--- src/rtl/mem_arbiter.sv ---
// Two-port arbiter and access sequencer for the shared unified memory.
// Fetch and load/store alternate on ties; each access holds the memory for MEM_LAT cycles.
module mem_arbiter #(
  parameter int MEM_LAT = 4
) (
  input  logic        clk,
  input  logic        rst,
  input  logic        if_req,
  input  logic [11:0] if_addr,
  output logic        if_ack,
  output logic [31:0] if_rdata,
  input  logic        d_req,
  input  logic        d_we,
  input  logic        d_byte,
  input  logic [11:0] d_addr,
  input  logic [31:0] d_wdata,
  output logic        d_ack,
  output logic [31:0] d_rdata,
  output logic        mem_read,
  output logic [1:0]  mem_write,
  output logic [11:0] mem_addr,
  output logic [31:0] bus_out,
  output logic        bus_oe,
  input  logic [31:0] bus_in,
  output logic        busy
);

  typedef enum logic [1:0] {
    S_IDLE,
    S_ACCESS,
    S_DONE
  } state_t;

  localparam logic [3:0] CNT_INIT = 4'(MEM_LAT - 1);

  state_t      state_q, state_d;
  logic [3:0]  cnt_q, cnt_d;
  logic        last_grant_q, last_grant_d;
  logic        grant_q, grant_d;
  logic        mem_read_q, mem_read_d;
  logic [1:0]  mem_write_q, mem_write_d;
  logic [11:0] mem_addr_q, mem_addr_d;
  logic [31:0] bus_out_q, bus_out_d;
  logic        bus_oe_q, bus_oe_d;
  logic        if_ack_q, if_ack_d;
  logic        d_ack_q, d_ack_d;
  logic [31:0] if_rdata_q, if_rdata_d;
  logic [31:0] d_rdata_q, d_rdata_d;
  logic        busy_q, busy_d;
  logic        pick_d;

  // grant_q / last_grant_q: 1 = data port, 0 = fetch port
  assign pick_d = d_req && (!if_req || !last_grant_q);

  always_comb begin
    state_d      = state_q;
    cnt_d        = cnt_q;
    last_grant_d = last_grant_q;
    grant_d      = grant_q;
    mem_read_d   = mem_read_q;
    mem_write_d  = mem_write_q;
    mem_addr_d   = mem_addr_q;
    bus_out_d    = bus_out_q;
    bus_oe_d     = bus_oe_q;
    if_ack_d     = 1'b0;
    d_ack_d      = 1'b0;
    if_rdata_d   = if_rdata_q;
    d_rdata_d    = d_rdata_q;
    busy_d       = busy_q;

    unique case (state_q)
      S_IDLE: begin
        if (if_req || d_req) begin
          state_d      = S_ACCESS;
          cnt_d        = CNT_INIT;
          grant_d      = pick_d;
          last_grant_d = pick_d;
          busy_d       = 1'b1;
          mem_addr_d   = pick_d ? d_addr : if_addr;
          if (pick_d && d_we) begin
            mem_read_d  = 1'b0;
            mem_write_d = d_byte ? 2'd3 : 2'd1;
            bus_out_d   = d_wdata;
            bus_oe_d    = 1'b1;
          end else begin
            mem_read_d  = 1'b1;
            mem_write_d = 2'd0;
            bus_oe_d    = 1'b0;
          end
        end
      end
      S_ACCESS: begin
        if (cnt_q == 4'd0) begin
          if (mem_read_q) begin
            if (grant_q) d_rdata_d = bus_in;
            else         if_rdata_d = bus_in;
          end
          mem_read_d  = 1'b0;
          mem_write_d = 2'd0;
          bus_oe_d    = 1'b0;
          if_ack_d    = !grant_q;
          d_ack_d     = grant_q;
          state_d     = S_DONE;
        end else begin
          cnt_d = cnt_q - 4'd1;
        end
      end
      S_DONE: begin
        state_d = S_IDLE;
        busy_d  = 1'b0;
      end
      default: begin
        state_d = S_IDLE;
      end
    endcase
  end

  always_ff @(posedge clk or posedge rst) begin
    if (rst) begin
      state_q      <= S_IDLE;
      cnt_q        <= 4'd0;
      last_grant_q <= 1'b0;
      grant_q      <= 1'b0;
      mem_read_q   <= 1'b0;
      mem_write_q  <= 2'd0;
      mem_addr_q   <= 12'd0;
      bus_out_q    <= 32'd0;
      bus_oe_q     <= 1'b0;
      if_ack_q     <= 1'b0;
      d_ack_q      <= 1'b0;
      if_rdata_q   <= 32'd0;
      d_rdata_q    <= 32'd0;
      busy_q       <= 1'b0;
    end else begin
      state_q      <= state_d;
      cnt_q        <= cnt_d;
      last_grant_q <= last_grant_d;
      grant_q      <= grant_d;
      mem_read_q   <= mem_read_d;
      mem_write_q  <= mem_write_d;
      mem_addr_q   <= mem_addr_d;
      bus_out_q    <= bus_out_d;
      bus_oe_q     <= bus_oe_d;
      if_ack_q     <= if_ack_d;
      d_ack_q      <= d_ack_d;
      if_rdata_q   <= if_rdata_d;
      d_rdata_q    <= d_rdata_d;
      busy_q       <= busy_d;
    end
  end

  assign mem_read  = mem_read_q;
  assign mem_write = mem_write_q;
  assign mem_addr  = mem_addr_q;
  assign bus_out   = bus_out_q;
  assign bus_oe    = bus_oe_q;
  assign if_ack    = if_ack_q;
  assign d_ack     = d_ack_q;
  assign if_rdata  = if_rdata_q;
  assign d_rdata   = d_rdata_q;
  assign busy      = busy_q;

endmodule

--- config.mk ---
export PLATFORM = sky130hd
export DESIGN_NAME = mem_arbiter
export DESIGN_NICKNAME = d
export VERILOG_FILES = /design/src/rtl/mem_arbiter.sv
export SDC_FILE = /design/constraint.sdc
export NUM_CORES = 1
export LEC_CHECK = 0
export CORE_ASPECT_RATIO = 1.4
export CORE_MARGIN = 2
export CORE_UTILIZATION = 35
export CTS_BUF_LIST = sky130_fd_sc_hd__clkbuf_2 sky130_fd_sc_hd__clkbuf_4 sky130_fd_sc_hd__clkbuf_8
export DETAILED_ROUTE_END_ITERATION = 12
export GPL_TIMING_DRIVEN = 0
export PLACE_DENSITY = 0.8
export SYNTH_ARGS = -nofsm -noshare
export SYNTH_HDL_FRONTEND = slang
export SYNTH_SLANG_ARGS = --single-unit
--- constraint.sdc ---
create_clock -name clk -period 5.1 [get_ports clk]
set_input_delay 0.51 -clock clk [delete_from_list [all_inputs] [get_ports clk]]
set_output_delay 0.51 -clock clk [all_outputs]
set_load 0.01 [all_outputs]
# Yosys cells after proc, flatten, opt, wreduce, memory -nomap -nowiden
# Cells that the tools add are included.
totals:
  regBits: 122
  in_bits: 94
  output_inout_bits: 115
  word_cells: 63
classes:
  addsub: 1
  eq_ne: 5
  n_mux: 25
  n_bitwise: 1
  n_reduce_logical: 18
ops:
  columns: ["cell", "n"]
  rows:
  - ["two-way mux 12 bit", 1]
  - ["two-way mux 2 bit", 6]
  - ["two-way mux 1 bit", 10]
  - ["AND reduction 3 bit", 3]
  - ["two-way mux 4 bit", 2]
  - ["case mux 2 bit (2 select lines)", 2]
  - ["case mux 4 bit (2 select lines)", 1]
  - ["AND reduction 4 bit", 2]
  - ["inequality test 2 bit (second input constant)", 3]
  - ["case mux 1 bit (2 select lines)", 3]
  - ["AND reduction 2 bit", 3]
  - ["zero test 4 bit", 1]
  - ["nonzero test 2 bit", 2]
  - ["subtractor 4 x 1 -> 4 bit (second input constant)", 1]
  - ["equality test 2 x 1 -> 1 bit (second input constant)", 1]
  - ["equality test 2 bit (second input constant)", 1]
  - ["logical AND 1 bit", 2]
  - ["zero test 1 bit", 2]
  - ["zero test 2 bit", 1]
  - ["logical OR 1 bit", 2]
  - ["inverter 1 bit", 1]

# Logic depth before layout (Yosys ltp)
# Gate-level depths: netlist of the first run.
logic_depth:
  ltp_word: 7
  depth_mapped: 7
  mapped_depth_nobuf: 5

# Worst setup path before layout of the first run
# OpenSTA, ideal clock, no wires.
synth_path:
  path_type: "flip-flop to flip-flop"
  startpoint: "reg cnt_q[0]"
  endpoint: "reg d_rdata_q[10] (netlist: d_rdata[10])"
  setup_time_ps: 125
  arrival_time_ps: 1844
  t_required_ps: 4975
  slack_ps: 3131
  path_stages_with_launch: 8
  n_path_buf: 2
  period_less_slack_ps: 1969
  path_cell_list: "dfrtp_1 > inv_1 > ha_1 > or3b_1 > buf_2 > nor3_4 > buf_6 > mux2_2"
synth_between:
  elab_chain_cells: 2
synth_rtl:
  columns: ["element", "line", "text"]
  rows:
  - ["start, declared", "37", "logic [3:0] cnt_q, cnt_d;"]
  - ["start signal, assigned", "136", "cnt_q <= cnt_d;"]
  - ["zero test 4 bit", "93", "if (cnt_q == 4'd0) begin"]
  - ["AND reduction 4 bit (no line)", null, null]
  - ["end signal, assigned", "147", "d_rdata_q <= d_rdata_d;"]
  - ["end, declared", "48", "logic [31:0] d_rdata_q, d_rdata_d;"]
# No other way between the ends.
# A chain may end at the register's enable or synchronous reset.

# Worst setup path in the final report of the first run
layout_path:
  startpoint: "reg cnt_q[0]"
  endpoint: "reg d_rdata_q[25] (netlist: d_rdata[25])"
# The elaborated chain is that of the path after synthesis.

==> results.cfg, run 1 <==
[layout]
final_cells = 723
finalNetCount = 624
final_common_cell = clkdlybuf4s50_1
diodes = 0
drive_above_1_share_pct = 31.6
final_cell_mix = 208 x clkdlybuf4s50_1, 121 x dfrtp_1, 120 x mux2_2
fin_util_pct = 56.9
syn2layout_area_growth_pct = 59.0

[floorplan]
io_pins = 209
die_w_um = 103
initial_core_util_pct = 35.8
fp-row-count = 50
fp.dieArea_mm2 = 0.0146
coreArea_mm2 = 0.0133
die_y_um = 142

[synth]
synth_edf_count = 0
synth_top_family_by_area = multiplexers
yosysWarnings = 0
synth-async-reset-ratio_pct = 100
syn_area_mm2 = 0.00477
synth_seq_area_share_pct = 63.5
syn-mean-instance-area_um2 = 15.9
syn-num-nets = 396
synth_compound_area_share_pct = 2.07
synth_ff_type = dfrtp_1
synth-xor-area-share_pct = 0
yosys.area_share.simple_pct = 2.89
synth_mux_area_share_pct = 28.4
yosysUniqueCellTypes = 32
synth_seq_cells = 121
synthAdderAreaFrac_pct = 0.525
syn_inst = 300

[sta]
period_share_pct = 43.6
fin_tns_setup_ns = 0
final_max_slew_viol_count = 0
skew_ns = 0.0129
worst_slew_pin_slew_ns = 0.445
setup_violations = 0
rsz0062_at_grt = no
fin_crit_ns = 2.22
maxSlewHeadroom_pct = 70.1
clock.fmax_ghz = 0.450
finalHoldViolCount = 0

[global_routing]
antenna_found_initial = 0
track_usage_pct = 15.9
grt_pass1_wl_um = 17900
grt_pass1_vias = 3693
grt_max_degree = 76
grt_overflow = 0

[drt]
ant_nets = 0
drt-pass1-iter-count = 4
drcViolationCount = 0
wirelength_um = 11200
first_iter_violations = 41
via_per_inst = 4.62
num_vias = 3341
wl_per_cell_um = 15.5

[clocking]
cts_made_buffers = 17
post_cts_resized = 0
clock_sinks = 121
cts_post_setup_buffers_inserted = 0
clk_latency_ns = 0.42
cts_tree = done
clk_pin_slew_ns = 0.08
h-tree-depth = 4
cts_hold_buf = 0
cts_root_buffer = clkbuf_8
clock_path_buffers = 2

[setup_path]
cp-end-kind = flip-flop
critPathMaxStageDelay_ns = 0.40
cp.buffers_inverters = 3
crit_path_start_kind = flip-flop
regToRegEndpoint = d_rdata[25]$_DFFE_PP0P_
critical-path-slowest-cell = dfrtp_1
critical_path_class = flip-flop to flip-flop
cp.required_ns = 5.39
cpLargestDelayFamily = simple AND/OR/NAND/NOR gates
path_max_fanout = 10
arrival_ns = 2.51
ff2ff_path_depth = 7
r2r_start = cnt_q[0]$_DFFE_PP0P_
crit_chain = inv_1 -> ha_1 -> or3b_1 -> buf_2 -> nor3_4 -> buf_6 -> mux2_2
r2r_setup_slack_ns = 2.88

[run]
drv_cap = 0

[place]
gp_congestion = 0.730
portBuffers = 208
dpl.cell_count = 691
hpwlAfterDp_um = 8450

[power_and_ir_drop]
leakage_nw = 3.20
vdd_drop_max_mv = 0.281
totalPowerFinal_mw = 4.65
p_per_area_mw_per_mm2 = 613

[min_path]
hp-class = input pin to async pin

[status]
status = completed
==> cell type report <==
| cell class | count | area [µm²] |
|---|---|---|
| Sequential cell | 121 | 3030 |
| Inverter | 6 | 27.5 |
| Timing Repair Buffer | 209 | 2110 |
| Clock inverter | 13 | 216 |
| Multi-Input combinational cell | 158 | 1610 |
| Fill cell | 1085 | 5750 |
| Clock buffer | 19 | 255 |
| Tap cell | 182 | 228 |
| Buffer | 15 | 103 |
==> registers in the layout, summed over array words and instances (netlist names) <==
signal,cells
bus_out,32
d_rdata,32
if_rdata,32
mem_addr,12
cnt_q,4
mem_write,2
state_q,2
busy,1
d_ack,1
grant_q,1
if_ack,1
mem_read,1
==> kinds of logic (layout without fill, tap and decap cells) <==
family / Yosys count / after routing
AOI/OAI and AO/OA: 14 / 14
adders and majority gates: 2 / 2
buffers and inverters: 21 / 262
DFF: 121 / 121
muxes: 120 / 120
and+or+nand+nor: 22 / 22
==> worst max path at each step <==
stage                     cells after the start            startpoint                      end  slack [ns]
after global routing                          7  cnt_q[0]$_DFFE_PP0P_  d_rdata[30]$_DFFE_PP0P_        2.74
after floorplan                               1                   rst   bus_out[0]$_DFFE_PP0P_        1.38
after CTS                                     7  cnt_q[0]$_DFFE_PP0P_  d_rdata[25]$_DFFE_PP0P_        2.84
final                                         7  cnt_q[0]$_DFFE_PP0P_  d_rdata[25]$_DFFE_PP0P_        2.88
after detailed placement                      6                 d_req  bus_out[15]$_DFFE_PP0P_        2.52
after global placement                        2                   rst   bus_out[5]$_DFFE_PP0P_       -0.21
==> synth_stat cells, types with 2 or more instances <==
cell	instances	area share, %
buf_2	7	0.74
o21a_1	2	0.31
mux2_2	120	28
inv_1	6	0.47
buf_4	4	0.63
ha_1	2	0.52
dfrtp_1	121	64
buf_6	3	0.71
o21ai_0	3	0.31
a21oi_1	2	0.21
and3_1	3	0.39
nand2_1	4	0.31
nor2_1	2	0.16
nor2b_1	3	0.39
==> per-stage QoR <==
step                hold slack [ns]  setup WS (ns)  cell area, µm²
floorplan                     0.479           1.38            4770
global placement              0.487         -0.209            7080
detailed placement            0.493           2.52            7110
CTS                           0.463           2.84            7580
global route                  0.523           2.74            7580
finish                        0.476           2.88            7580
==> where the power goes <==
group          switching [mW]  internal [mW]  leakage (nW)
sequential              0.250           1.43          1.45
clock                   0.394          0.607         0.238
combinational           0.711           1.26          1.50
==> layer usage <==
metal  vias to the layer above  global-route usage, %  wire (µm)
met5                         -                      0          0
met4                         0                   6.81        223
met3                        17                   5.35        792
met2                       139                   28.3       5920
met1                      1661                   16.9       4300
li1                       1524                      -          -
No activity file was read; power rests on OpenSTA's default activity.
==> run 2: changes to the inputs <==
Clock period 5.1 ns to 2.32 ns, I/O delays scaled along.
==> run 2 against run 1 <==
Compared with the run above: clock skew is 0.00052 ns higher; register-to-register slack worse by 2.7 ns; fmax is 2.6% higher; via count is 0.69% higher; combinational power is 120% higher; critical path depth stayed put; final cell count is 0.28% higher; sequential power is 120% higher; largest power group unchanged.
==> results.cfg, run 2 (synthesis results as in run 1) <==
[setup_path]
ff2ff_path_depth = 7
cpLargestDelayFamily = simple AND/OR/NAND/NOR gates
r2r_start = cnt_q[0]$_DFFE_PP0P_
crit_chain = inv_1 -> ha_1 -> or3b_1 -> buf_2 -> nor3_4 -> buf_6 -> mux2_2
cp-end-kind = flip-flop
arrival_ns = 2.46
cp.buffers_inverters = 3
crit_path_start_kind = flip-flop
critical-path-slowest-cell = dfrtp_1
path_max_fanout = 10
critPathMaxStageDelay_ns = 0.40
critical_path_class = flip-flop to flip-flop
cp.required_ns = 2.61
regToRegEndpoint = d_rdata[9]$_DFFE_PP0P_
r2r_setup_slack_ns = 0.15

[floorplan]
initial_core_util_pct = 35.8
die_w_um = 103
fp.dieArea_mm2 = 0.0146
coreArea_mm2 = 0.0133
io_pins = 209
die_y_um = 142
fp-row-count = 50

[sta]
maxSlewHeadroom_pct = 71.7
worst_slew_pin_slew_ns = 0.421
skew_ns = 0.0134
fin_tns_setup_ns = 0
clock.fmax_ghz = 0.462
final_max_slew_viol_count = 0
fin_crit_ns = 2.17
finalHoldViolCount = 0
rsz0062_at_grt = no
fin_ws_ns = 0.155
period_share_pct = 93.3
setup_violations = 0

[place]
gp_congestion = 0.755
dpl_worst_slack_ns = 0.0318
hpwlAfterDp_um = 8940
placed_cell_area_mm2 = 0.00714
portBuffers = 208

[layout]
drive_above_1_share_pct = 32.0
diodes = 0
fin_util_pct = 56.5
final_cell_mix = 208 x clkdlybuf4s50_1, 121 x dfrtp_1, 120 x mux2_2
syn2layout_area_growth_pct = 58.1
final_area_mm2 = 0.00753
finalNetCount = 626
final_common_cell = clkdlybuf4s50_1

[power_and_ir_drop]
vdd_drop_max_mv = 0.628
swShare_pct = 30.3
p_per_area_mw_per_mm2 = 1310
clkPwrFrac_pct = 18.5
leakage_nw = 3.17
p_seq_share_pct = 37.5
totalPowerFinal_mw = 9.87
p_comb_share_pct = 44.0
p_switching_mw = 2.99
p_int_mw = 6.88

[global_routing]
grt_overflow = 0
track_usage_pct = 16.3
grt_pass1_vias = 3733
grt_max_degree = 42
antenna_found_initial = 0
grt_pass1_wl_um = 18400

[clocking]
clock_sinks = 121
post_cts_resized = 0
cts_made_buffers = 17
clk_pin_slew_ns = 0.08
clock_path_buffers = 2
h-tree-depth = 4
cts_post_setup_buffers_inserted = 0
cts_tree = done
clk_latency_ns = 0.42
cts_root_buffer = clkbuf_8
cts_hold_buf = 0

[drt]
ant_nets = 0
via_per_inst = 4.64
drcViolationCount = 0
drt-pass1-iter-count = 3
wirelength_um = 11500
first_iter_violations = 65
wl_per_cell_um = 15.8
num_vias = 3364

[min_path]
hp-class = input pin to async pin

[status]
status = completed

[run]
drv_cap = 0
-- run 2: cell types whose count changed in the layout (fill, tap and decap cells not counted), sizes merged --
cell / previous run / this run
clkinv: 6 / 9
clkinvlp: 0 / 2
inv: 8 / 7
bufinv: 5 / 2
buf: 15 / 17
clkbuf: 20 / 19
-- run 2: final cells by class --
cell class	count	area [µm²]
Multi-Input combinational cell	158	1620
Fill cell	1124	5790
Buffer	15	103
Clock inverter	14	149
Clock buffer	18	241
Sequential cell	121	3030
Timing Repair Buffer	211	2140
Tap cell	182	228
Inverter	6	26.3
-- run 2: worst max-delay path by stage --
stage / from / endpoint / depth (start not counted)
2_1_floorplan: cnt_q[0]$_DFFE_PP0P_ / d_rdata[10]$_DFFE_PP0P_ / 7
3_5_place_dp: d_req / bus_out[0]$_DFFE_PP0P_ / 6
3_3_place_gp: rst / if_rdata[15]$_DFFE_PP0P_ / 2
4_1_cts: cnt_q[0]$_DFFE_PP0P_ / d_rdata[21]$_DFFE_PP0P_ / 7
5_1_grt: cnt_q[0]$_DFFE_PP0P_ / d_rdata[9]$_DFFE_PP0P_ / 7
6_report: cnt_q[0]$_DFFE_PP0P_ / d_rdata[9]$_DFFE_PP0P_ / 7
-- run 2: power groups by stage --
stage	clock (mW)	sequential (mW)	combinational (mW)
2_1_floorplan	0	4.13	1.44
6_report	1.83	3.70	4.34
5_1_grt	2.00	3.83	4.68
3_3_place_gp	0	3.68	4.28
4_1_cts	1.90	3.71	4.42
3_5_place_dp	0	3.75	4.40
-- run 2: worst reg2reg max path: cells and delay by family, from the launching register on --
kind / cells / cell delay, ns
adder cells (fa/ha/maj): 1 / 0.16
buffers and inverters: 3 / 0.48
multiplexers: 1 / 0.35
flip-flops: 1 / 0.40
AND/OR/NAND/NOR: 2 / 0.67
-- run 2: through the flow --
step,hold slack [ns],instances
final,0.152,725
after global placement,0.487,690
after global routing,0.132,725
after CTS,0.125,725
after floorplan,0.329,300
after detailed placement,0.492,693
-- run 2: per-layer routing --
metal / track usage (%) / up-vias / share of wire, %
met4: 5.26 / 0 / 0.91
li1: - / 1527 / -
met5: 0 / - / 0
met3: 5.50 / 10 / 7.6
met1: 16.6 / 1697 / 35
met2: 30.4 / 130 / 56
==> run 3: changes to the inputs <==
==> constraint.sdc (replaced) <==
create_clock -name clk -period 2.32 [get_ports clk]
set_input_delay 0.464 -clock clk [delete_from_list [all_inputs] [get_ports clk]]
set_output_delay 0.464 -clock clk [all_outputs]
set_load 0.01 [all_outputs]
==> results of run 3 <==
Same layout as run 2 (identical final DEF). Status: completed.
Main changes from that run: setup slack after placement 0.0318 ns -> -0.200 ns; hold slack 0.152 ns -> 0.384 ns
